<file path="src/rtl/uart_pkg.sv">
// Shared UART definitions: frame size, default baud divider and receiver state encodings.
// The TX side uses the same BPS_DIV_DEFAULT so both ends of the link agree on bit timing.
package uart_pkg;

  localparam int DATA_BITS       = 8;
  localparam int BPS_DIV_DEFAULT = 434;

  localparam logic [2:0] ST_IDLE  = 3'd0;
  localparam logic [2:0] ST_START = 3'd1;
  localparam logic [2:0] ST_DATA  = 3'd2;
  localparam logic [2:0] ST_STOP  = 3'd3;
  localparam logic [2:0] ST_BREAK = 3'd4;

endpackage

</file>
<file path="src/rtl/uart_rx_bps.sv">
// Receive baud counter: counts CLK cycles and ticks at the end of a half or full bit period.
// The count restarts on every tick, so it never wraps.
module uart_rx_bps
  import uart_pkg::*;
#(
  parameter int BPS_DIV  = BPS_DIV_DEFAULT,
  parameter int HALF_DIV = BPS_DIV / 2
) (
  input  logic CLK,
  input  logic RSTn,
  input  logic clr,
  input  logic en,
  input  logic half_sel,
  output logic tick
);

  localparam int CW = $clog2(BPS_DIV);
  localparam logic [CW-1:0] FULL_LAST = CW'(BPS_DIV - 1);
  localparam logic [CW-1:0] HALF_LAST = CW'(HALF_DIV - 1);

  logic [CW-1:0] cnt_q, cnt_d;

  always_comb begin
    tick  = en && (cnt_q == (half_sel ? HALF_LAST : FULL_LAST));
    cnt_d = cnt_q;
    if (clr || tick) begin
      cnt_d = '0;
    end else if (en) begin
      cnt_d = cnt_q + CW'(1);
    end
  end

  always_ff @(posedge CLK or negedge RSTn) begin
    if (!RSTn) begin
      cnt_q <= '0;
    end else begin
      cnt_q <= cnt_d;
    end
  end

endmodule

</file>
<file path="src/rtl/uart_rx_control.sv">
// UART receiver: 8N1, LSB first, idle high. Synchronises the pin, samples each bit at mid-bit
// and reports each frame with a one-cycle done (good stop bit) or error (stop bit low) pulse.
module uart_rx_control
  import uart_pkg::*;
#(
  parameter int BPS_DIV  = BPS_DIV_DEFAULT,
  parameter int HALF_DIV = BPS_DIV / 2
) (
  input  logic       CLK,
  input  logic       RSTn,
  input  logic       RX_En_Sig,
  input  logic       RX_Pin_In,
  output logic [7:0] RX_Data,
  output logic       RX_Done_Sig,
  output logic       RX_Err_Sig,
  output logic       RX_Busy
);

  logic sync1_q, sync2_q, prev_q;
  logic rx_s, start_edge;

  logic [2:0]           state_q, state_d;
  logic [2:0]           bit_idx_q, bit_idx_d;
  logic [DATA_BITS-1:0] shift_q, shift_d;
  logic [DATA_BITS-1:0] data_q, data_d;
  logic                 done_q, done_d;
  logic                 err_q, err_d;

  logic bps_clr, bps_en, half_sel, tick;

  // Sync flops reset to the idle level so leaving reset never looks like a start edge.
  always_ff @(posedge CLK or negedge RSTn) begin
    if (!RSTn) begin
      sync1_q <= 1'b1;
      sync2_q <= 1'b1;
      prev_q  <= 1'b1;
    end else begin
      sync1_q <= RX_Pin_In;
      sync2_q <= sync1_q;
      prev_q  <= sync2_q;
    end
  end

  assign rx_s       = sync2_q;
  assign start_edge = prev_q & ~sync2_q;

  uart_rx_bps #(
    .BPS_DIV (BPS_DIV),
    .HALF_DIV(HALF_DIV)
  ) u_bps (
    .CLK     (CLK),
    .RSTn    (RSTn),
    .clr     (bps_clr),
    .en      (bps_en),
    .half_sel(half_sel),
    .tick    (tick)
  );

  always_comb begin
    state_d   = state_q;
    bit_idx_d = bit_idx_q;
    shift_d   = shift_q;
    data_d    = data_q;
    done_d    = 1'b0;
    err_d     = 1'b0;
    bps_clr   = 1'b0;
    bps_en    = 1'b0;
    half_sel  = 1'b0;
    if (!RX_En_Sig) begin
      state_d   = ST_IDLE;
      bit_idx_d = '0;
      bps_clr   = 1'b1;
    end else begin
      case (state_q)
        ST_IDLE: begin
          bps_clr = 1'b1;
          if (start_edge) state_d = ST_START;
        end
        ST_START: begin
          bps_en   = 1'b1;
          half_sel = 1'b1;
          if (tick) begin
            if (!rx_s) begin
              state_d   = ST_DATA;
              bit_idx_d = '0;
            end else begin
              state_d = ST_IDLE;
            end
          end
        end
        ST_DATA: begin
          bps_en = 1'b1;
          if (tick) begin
            shift_d[bit_idx_q] = rx_s;
            if (bit_idx_q == 3'(DATA_BITS - 1)) begin
              state_d = ST_STOP;
            end else begin
              bit_idx_d = bit_idx_q + 3'd1;
            end
          end
        end
        ST_STOP: begin
          bps_en = 1'b1;
          if (tick) begin
            if (rx_s) begin
              data_d  = shift_q;
              done_d  = 1'b1;
              state_d = ST_IDLE;
            end else begin
              err_d   = 1'b1;
              state_d = ST_BREAK;
            end
          end
        end
        // A line held low after a bad stop bit must go high before a new start edge counts.
        ST_BREAK: begin
          bps_clr = 1'b1;
          if (rx_s) state_d = ST_IDLE;
        end
        default: begin
          bps_clr = 1'b1;
          state_d = ST_IDLE;
        end
      endcase
    end
  end

  always_ff @(posedge CLK or negedge RSTn) begin
    if (!RSTn) begin
      state_q   <= ST_IDLE;
      bit_idx_q <= '0;
      shift_q   <= '0;
      data_q    <= '0;
      done_q    <= 1'b0;
      err_q     <= 1'b0;
    end else begin
      state_q   <= state_d;
      bit_idx_q <= bit_idx_d;
      shift_q   <= shift_d;
      data_q    <= data_d;
      done_q    <= done_d;
      err_q     <= err_d;
    end
  end

  assign RX_Data     = data_q;
  assign RX_Done_Sig = done_q;
  assign RX_Err_Sig  = err_q;
  assign RX_Busy     = (state_q != ST_IDLE);

endmodule

</file>
<file path="config.mk">
export PLATFORM = sky130hd
export DESIGN_NAME = uart_rx_control
export DESIGN_NICKNAME = d
export VERILOG_FILES = /design/src/rtl/uart_pkg.sv /design/src/rtl/uart_rx_bps.sv /design/src/rtl/uart_rx_control.sv
export SDC_FILE = /design/constraint.sdc
export NUM_CORES = 1
export LEC_CHECK = 0
export ABC_AREA = 1
export ABC_CLOCK_PERIOD_IN_PS = 2200
export BUFFER_PORTS_ARGS = -buffer_cell sky130_fd_sc_hd__buf_4
export CAP_MARGIN = 20
export CELL_PAD_IN_SITES_DETAIL_PLACEMENT = 1
export CELL_PAD_IN_SITES_GLOBAL_PLACEMENT = 1
export CORE_UTILIZATION = 30
export DETAILED_ROUTE_END_ITERATION = 6
export GPL_TIMING_DRIVEN = 1
export PLACE_DENSITY_LB_ADDON = 0.12
export SYNTH_ARGS = -nofsm -noshare
export SYNTH_HDL_FRONTEND = slang
export SYNTH_SLANG_ARGS = --single-unit
</file>
<file path="constraint.sdc">
create_clock -name CLK -period 2.2 [get_ports CLK]
set_input_delay 0.44 -clock CLK [delete_from_list [all_inputs] [get_ports CLK]]
set_output_delay 0.44 -clock CLK [all_outputs]
set_load 0.02 [all_outputs]
</file>
==> results of run 1 <==
-- critical path: stages (launching register included) --
cell and delay, ns:
dfrtp_1 0.50, inv_2 0.12, nand3_1 0.07, nor2_1 0.20, nand2_1 0.09, nand2_2 0.13, nand3_4 0.12, nor2_4 0.19
nand4_1 0.12, nand2_1 0.10, inv_1 0.04
-- metal layers --
| metal | track usage [%] | share of wire (%) | vias up |
|---|---|---|---|
| met5 | 0 | 0 | - |
| met4 | 5.89 | 1.4 | 0 |
| met3 | 3.71 | 2.7 | 5 |
| met2 | 23.3 | 43 | 19 |
| met1 | 21.2 | 53 | 707 |
| li1 | - | - | 768 |
-- logic make-up (layout without fill, tap and decap cells) --
| logic type | after synthesis | in the layout |
|---|---|---|
| simple gates | 126 | 126 |
| xor+xnor | 2 | 2 |
| compound gates | 20 | 20 |
| fa+ha+maj | 3 | 3 |
| flops | 36 | 36 |
| buf+inv | 41 | 61 |
-- cell usage after synthesis (all sizes together) --
cell    count  share of area, %
nor3b       2              0.79
dfrtp      33                44
or2         1              0.33
buf         1              0.40
xor2        2              0.93
nor2       26               7.6
nand3       7               3.2
o31ai       1              0.40
nand2      64                14
nor3        5               1.9
clkbuf      2              0.40
clkinv      1              0.20
ha          3               2.0
nand4      21               7.8
dfstp       3               4.2
a31oi       1              0.33
inv        37               7.4
o21ai      18               5.0
-- per-stage QoR --
stage	worst slack [ns]	hold slack, ns	area, um2
finish	0.411	0.0910	2190
global placement	0.423	0.346	2080
global route	0.202	0.148	2190
detailed placement	0.413	0.349	2080
CTS	0.409	0.129	2190
floorplan	0.602	0.144	1890
-- worst max-delay path by stage --
stage | endpoint | slack [ns] | cells past startpoint | start
after floorplan | shift_q[1] | 0.60 | 10 | RX_En_Sig
after global placement | shift_q[0] | 0.42 | 10 | state_q[2]
after detailed placement | shift_q[7] | 0.41 | 10 | RX_En_Sig
after CTS | shift_q[7] | 0.41 | 10 | state_q[2]
after global routing | shift_q[4] | 0.20 | 10 | state_q[2]
final | shift_q[7] | 0.41 | 10 | state_q[2]
-- power by group --
part           switching [W]  internal [W]  total [W]
Clock               0.000250      0.000337   0.000586
Sequential         0.0000602      0.000701   0.000761
Combinational       0.000297      0.000126   0.000423
-- final cells by class --
| type | count | area (um2) |
|---|---|---|
| fillers | 730 | 3800 |
| inverters | 38 | 143 |
| repair buffers | 15 | 113 |
| flip-flops and latches | 36 | 905 |
| well taps | 75 | 93.8 |
| clock buffers | 6 | 72.6 |
| multi-input cells | 151 | 826 |
| clock inverters | 2 | 35.0 |
-- state kept, by name (all words and copies together), names as in the netlist --
| name | flops |
|---|---|
| RX_Err_Sig | 1 |
| sync1_q | 1 |
| state_q | 3 |
| rx_s | 1 |
| RX_Done_Sig | 1 |
| shift_q | 8 |
| bit_idx_q | 3 |
| u_bps.cnt_q | 9 |
| RX_Data | 8 |
| prev_q | 1 |
==> flow_summary.yaml, run 1 <==
global_routing:
  antenna_found_initial: 0
  grt_pass1_wl_um: 7610
  track_usage_pct: 15.5
  grt_pass1_vias: 1524
  overflow: 0
  grt_max_degree: 37
cts:
  cts_buffers: 5
  path_clk_slew_ns: 0.08
  cts.root.buffer_cell: "clkbuf_8"
  cts_resized: 0
  htree_levels: 2
  worst_skew_pair.late_latency_ns: 0.29
  cts_hold_buf: 0
  cts_tree: "done"
  cts_setup_buffers: 0
  cts_sinks: 36
  cts_buffer_depth: 2
timing:
  finalCriticalPeriod_ns: 1.79
  hold_viol_final: 0
  tightest_slew_ns: 0.481
  slew_viol_final: 0
  setup_violations: 0
  min_period_over_period_pct: 81.3
  fmax_ghz: 0.559
  finalClockSkew_ns: 0.00294
  tns_ns: 0
  rsz0062_at_grt: "false"
  maxSlewHeadroom_pct: 68.0
critical_path:
  r2r_setup_slack_ns: 0.41
  critPathArrivalTime_ns: 1.98
  rr_worst_depth: 10
  crit_type: "reg -> reg"
  path_max_fanout: 8
  cp-end-kind: "register"
  crit_required_ns: 2.39
  reg2reg_from: "state_q[2]"
  start_kind: "register"
  regToRegEndpoint: "shift_q[7]"
logic_synthesis:
  syn-cell-area_um2: 1890
  ys_warn_count: 0
  synth.net_count: 235
  synthAdderAreaFrac_pct: 1.99
  synth_compound_area_share_pct: 5.70
  synth_area_per_cell_um2: 8.28
  synth_top_family_by_area: "simple AND/OR/NAND/NOR gates"
  yosysSeqAreaShare_pct: 47.9
  synthCells: 228
  synth_cell_types: 27
  ys_ff_latch: 36
  synth.mux.area_fraction_pct: 0
  synth_xor_area_share_pct: 0.928
  synthSimpleGateAreaFrac_pct: 35.1
floorplanning:
  io_pins: 15
  die_h_um: 81.3
  core_um2: 5990
  num_rows: 28
  start_util_pct: 31.5
  die_w_um: 81.3
  dieArea_um2: 6610
cells_and_area:
  area_growth_pct: 15.8
  mostFrequentLayoutCells: "58 x nand2_1, 34 x inv_1, 33 x dfrtp_1"
  drive_above_1_share_pct: 17.7
  mostFrequentLayoutCell: "nand2_1"
  fin_cells: 323
  final_util_pct: 36.5
  diodes: 0
  nets: 254
place:
  io_buffers: 14
  dp_hpwl_um: 3110
  dp_cells: 315
  routabilityCongestion: 0.743
drt:
  drtIter0Drc: 74
  wl_um: 4250
  ant_nets: 0
  drc: 0
  first_pass_iters: 4
  wl_per_cell_um: 13.1
  vias: 1499
  viasPerCell: 4.64
power_and_ir_drop:
  p_per_area_nw_per_um2: 810
  ir_worst_vdd_uv: 332
  power.total_w: 0.00177
  p_leak_nw: 1.03
status:
  status: "completed"
min_path:
  hold_path.class: "in -> async"
run:
  max_cap_violations: 0
Power figures use the tool's default switching activity.
==> inputs of run 2 (changes only) <==
ABC_CLOCK_PERIOD_IN_PS = 1500   (was 2200)
clock period = 1.5 ns   (was 2.2 ns; I/O delays follow)
==> flow_summary.yaml, run 2 (synthesis gave the netlist of run 1 again) <==
timing:
  hold_viol_final: 0
  rsz0062_at_grt: "true"
  min_period_over_period_pct: 108
  finalCriticalPeriod_ns: 1.63
  maxSlewHeadroom_pct: 66.9
  fmax_ghz: 0.615
  setup_violations: 31
  finalClockSkew_ns: 0.00704
  tns_ns: -2.19
  tightest_slew_ns: 0.497
  slew_viol_final: 0
  setup_ws_ns: -0.126
drt:
  wl_per_cell_um: 14.1
  viasPerCell: 4.65
  ant_nets: 0
  drtIter0Drc: 61
  vias: 1763
  wl_um: 5330
  drc: 0
  first_pass_iters: 4
min_path:
  hold_path.class: "in -> reg"
status:
  status: "complete, but fails checks"
  violations: "negative setup slack"
place:
  dp_slack_ns: -0.227
  dp_cells: 348
  io_buffers: 14
  dp_hpwl_um: 3410
  routabilityCongestion: 0.729
cells_and_area:
  drive_above_1_share_pct: 44.4
  largest_reg_flops: 9
  area_growth_pct: 49.8
  fin_cells: 379
  diodes: 0
  regArea_um2: 908
  fillers: 720
  mostFrequentLayoutCell: "buf_4"
  nets: 310
  top_register: "u_bps.cnt_q"
  final_util_pct: 47.2
  multi_input_area_um2: 1010
  mostFrequentLayoutCells: "58 x buf_4, 54 x nand2_1, 30 x dfrtp_1, 30 x inv_1, 20 x nand4_1"
critical_path:
  path_max_fanout: 6
  cp-end-kind: "register"
  start_kind: "register"
  critPathArrivalTime_ns: 1.81
  crit_type: "reg -> reg"
  crit_required_ns: 1.68
global_routing:
  grt_max_degree: 37
  overflow: 0
  antenna_found_initial: 0
  grt_pass1_vias: 1834
  track_usage_pct: 18.3
  grt_pass1_wl_um: 8980
power_and_ir_drop:
  ir_worst_vdd_uv: 635
  power.total_w: 0.00338
  p_per_area_nw_per_um2: 1200
  p_leak_nw: 1.33
cts:
  cts_sinks: 36
  cts_tree: "done"
  worst_skew_pair.late_latency_ns: 0.29
  htree_levels: 2
  path_clk_slew_ns: 0.08
  cts_buffer_depth: 2
  cts.root.buffer_cell: "clkbuf_8"
  cts_buffers: 5
floorplanning:
  die_h_um: 81.3
  start_util_pct: 31.5
  dieArea_um2: 6610
  io_pins: 15
  core_um2: 5990
  die_w_um: 81.3
  num_rows: 28
run:
  max_cap_violations: 0
-- run 2: cell count changes in the layout (fill, tap and decap cells not counted), moves of 4 or more --
cell	change
buf_4	+43
buf_6	+9
inv_1	-4
inv_2	+4
nand2_1	-4
nor2_1	-10
nor2_2	+5
nor2_4	+6
nor3_1	-4
o21ai_0	-8
o21ai_2	+6
-- run 2: cell type report --
| type | count | share of cell area [%] |
|---|---|---|
| clock inverters | 3 | 1.50 |
| inverters | 38 | 5.04 |
| multi-input cells | 153 | 35.6 |
| flip-flops and latches | 36 | 32.1 |
| well taps | 75 | 3.32 |
| clock buffers | 5 | 2.43 |
| repair buffers | 69 | 20.0 |
-- run 2: metrics by stage --
stage,instance area [um2],hold slack (ns)
finish,2830,0.113
global route,2830,0.106
CTS,2680,0.108
detailed placement,2340,0.306
global placement,2340,0.303
floorplan,1890,0.00441
-- run 2: worst paths after layout --
kind | from | endpoint | slack [ns] | cells after the start
worst max-delay path | state_q[0] | bit_idx_q[0] | -0.13 | 9
worst min-delay path | RX_Pin_In | sync1_q | 0.11 | 1
worst max register to register | state_q[0] | bit_idx_q[0] | -0.13 | 9
worst min register to register | sync1_q | rx_s | 0.36 | 0
max in group asynchronous | RSTn | sync1_q | 0.62 | 2
min in group asynchronous | RSTn | u_bps.cnt_q[1] | 0.51 | 2
-- run 2: what timing repair did --
item / 4_1_cts / 5_1_grt
buffers inserted: 15 / 7
setup endpoints to repair: 33 / 33
hold buffers: 1 / 0
gates resized for setup: 29 / 34
hold endpoints to repair: 33 / 0
pin swaps: 18 / 32
cloned: 2 / 0
-- run 2: report_power, final --
group	switching, W	internal, W
logic	0.000707	0.000683
registers	0.0000808	0.00103
clock network	0.000389	0.000492
-- run 2: critical path, cell delays in order, from the launching register on --
cell     delay, ns
dfrtp_2       0.46
nand3_2       0.12
nor2_4        0.04
buf_4         0.12
buf_4         0.12
buf_4         0.12
o21ai_0       0.28
nand2_4       0.11
nand2_1       0.07
o21ai_1       0.06
-- run 2: routing by layer --
| layer | GRT usage [%] | up-vias | wire length, um |
|---|---|---|---|
| met5 | 0 | - | 0 |
| met4 | 5.36 | 0 | 57 |
| met3 | 3.03 | 7 | 113 |
| met2 | 30.1 | 22 | 2510 |
| met1 | 24.3 | 844 | 2650 |
| li1 | - | 890 | - |
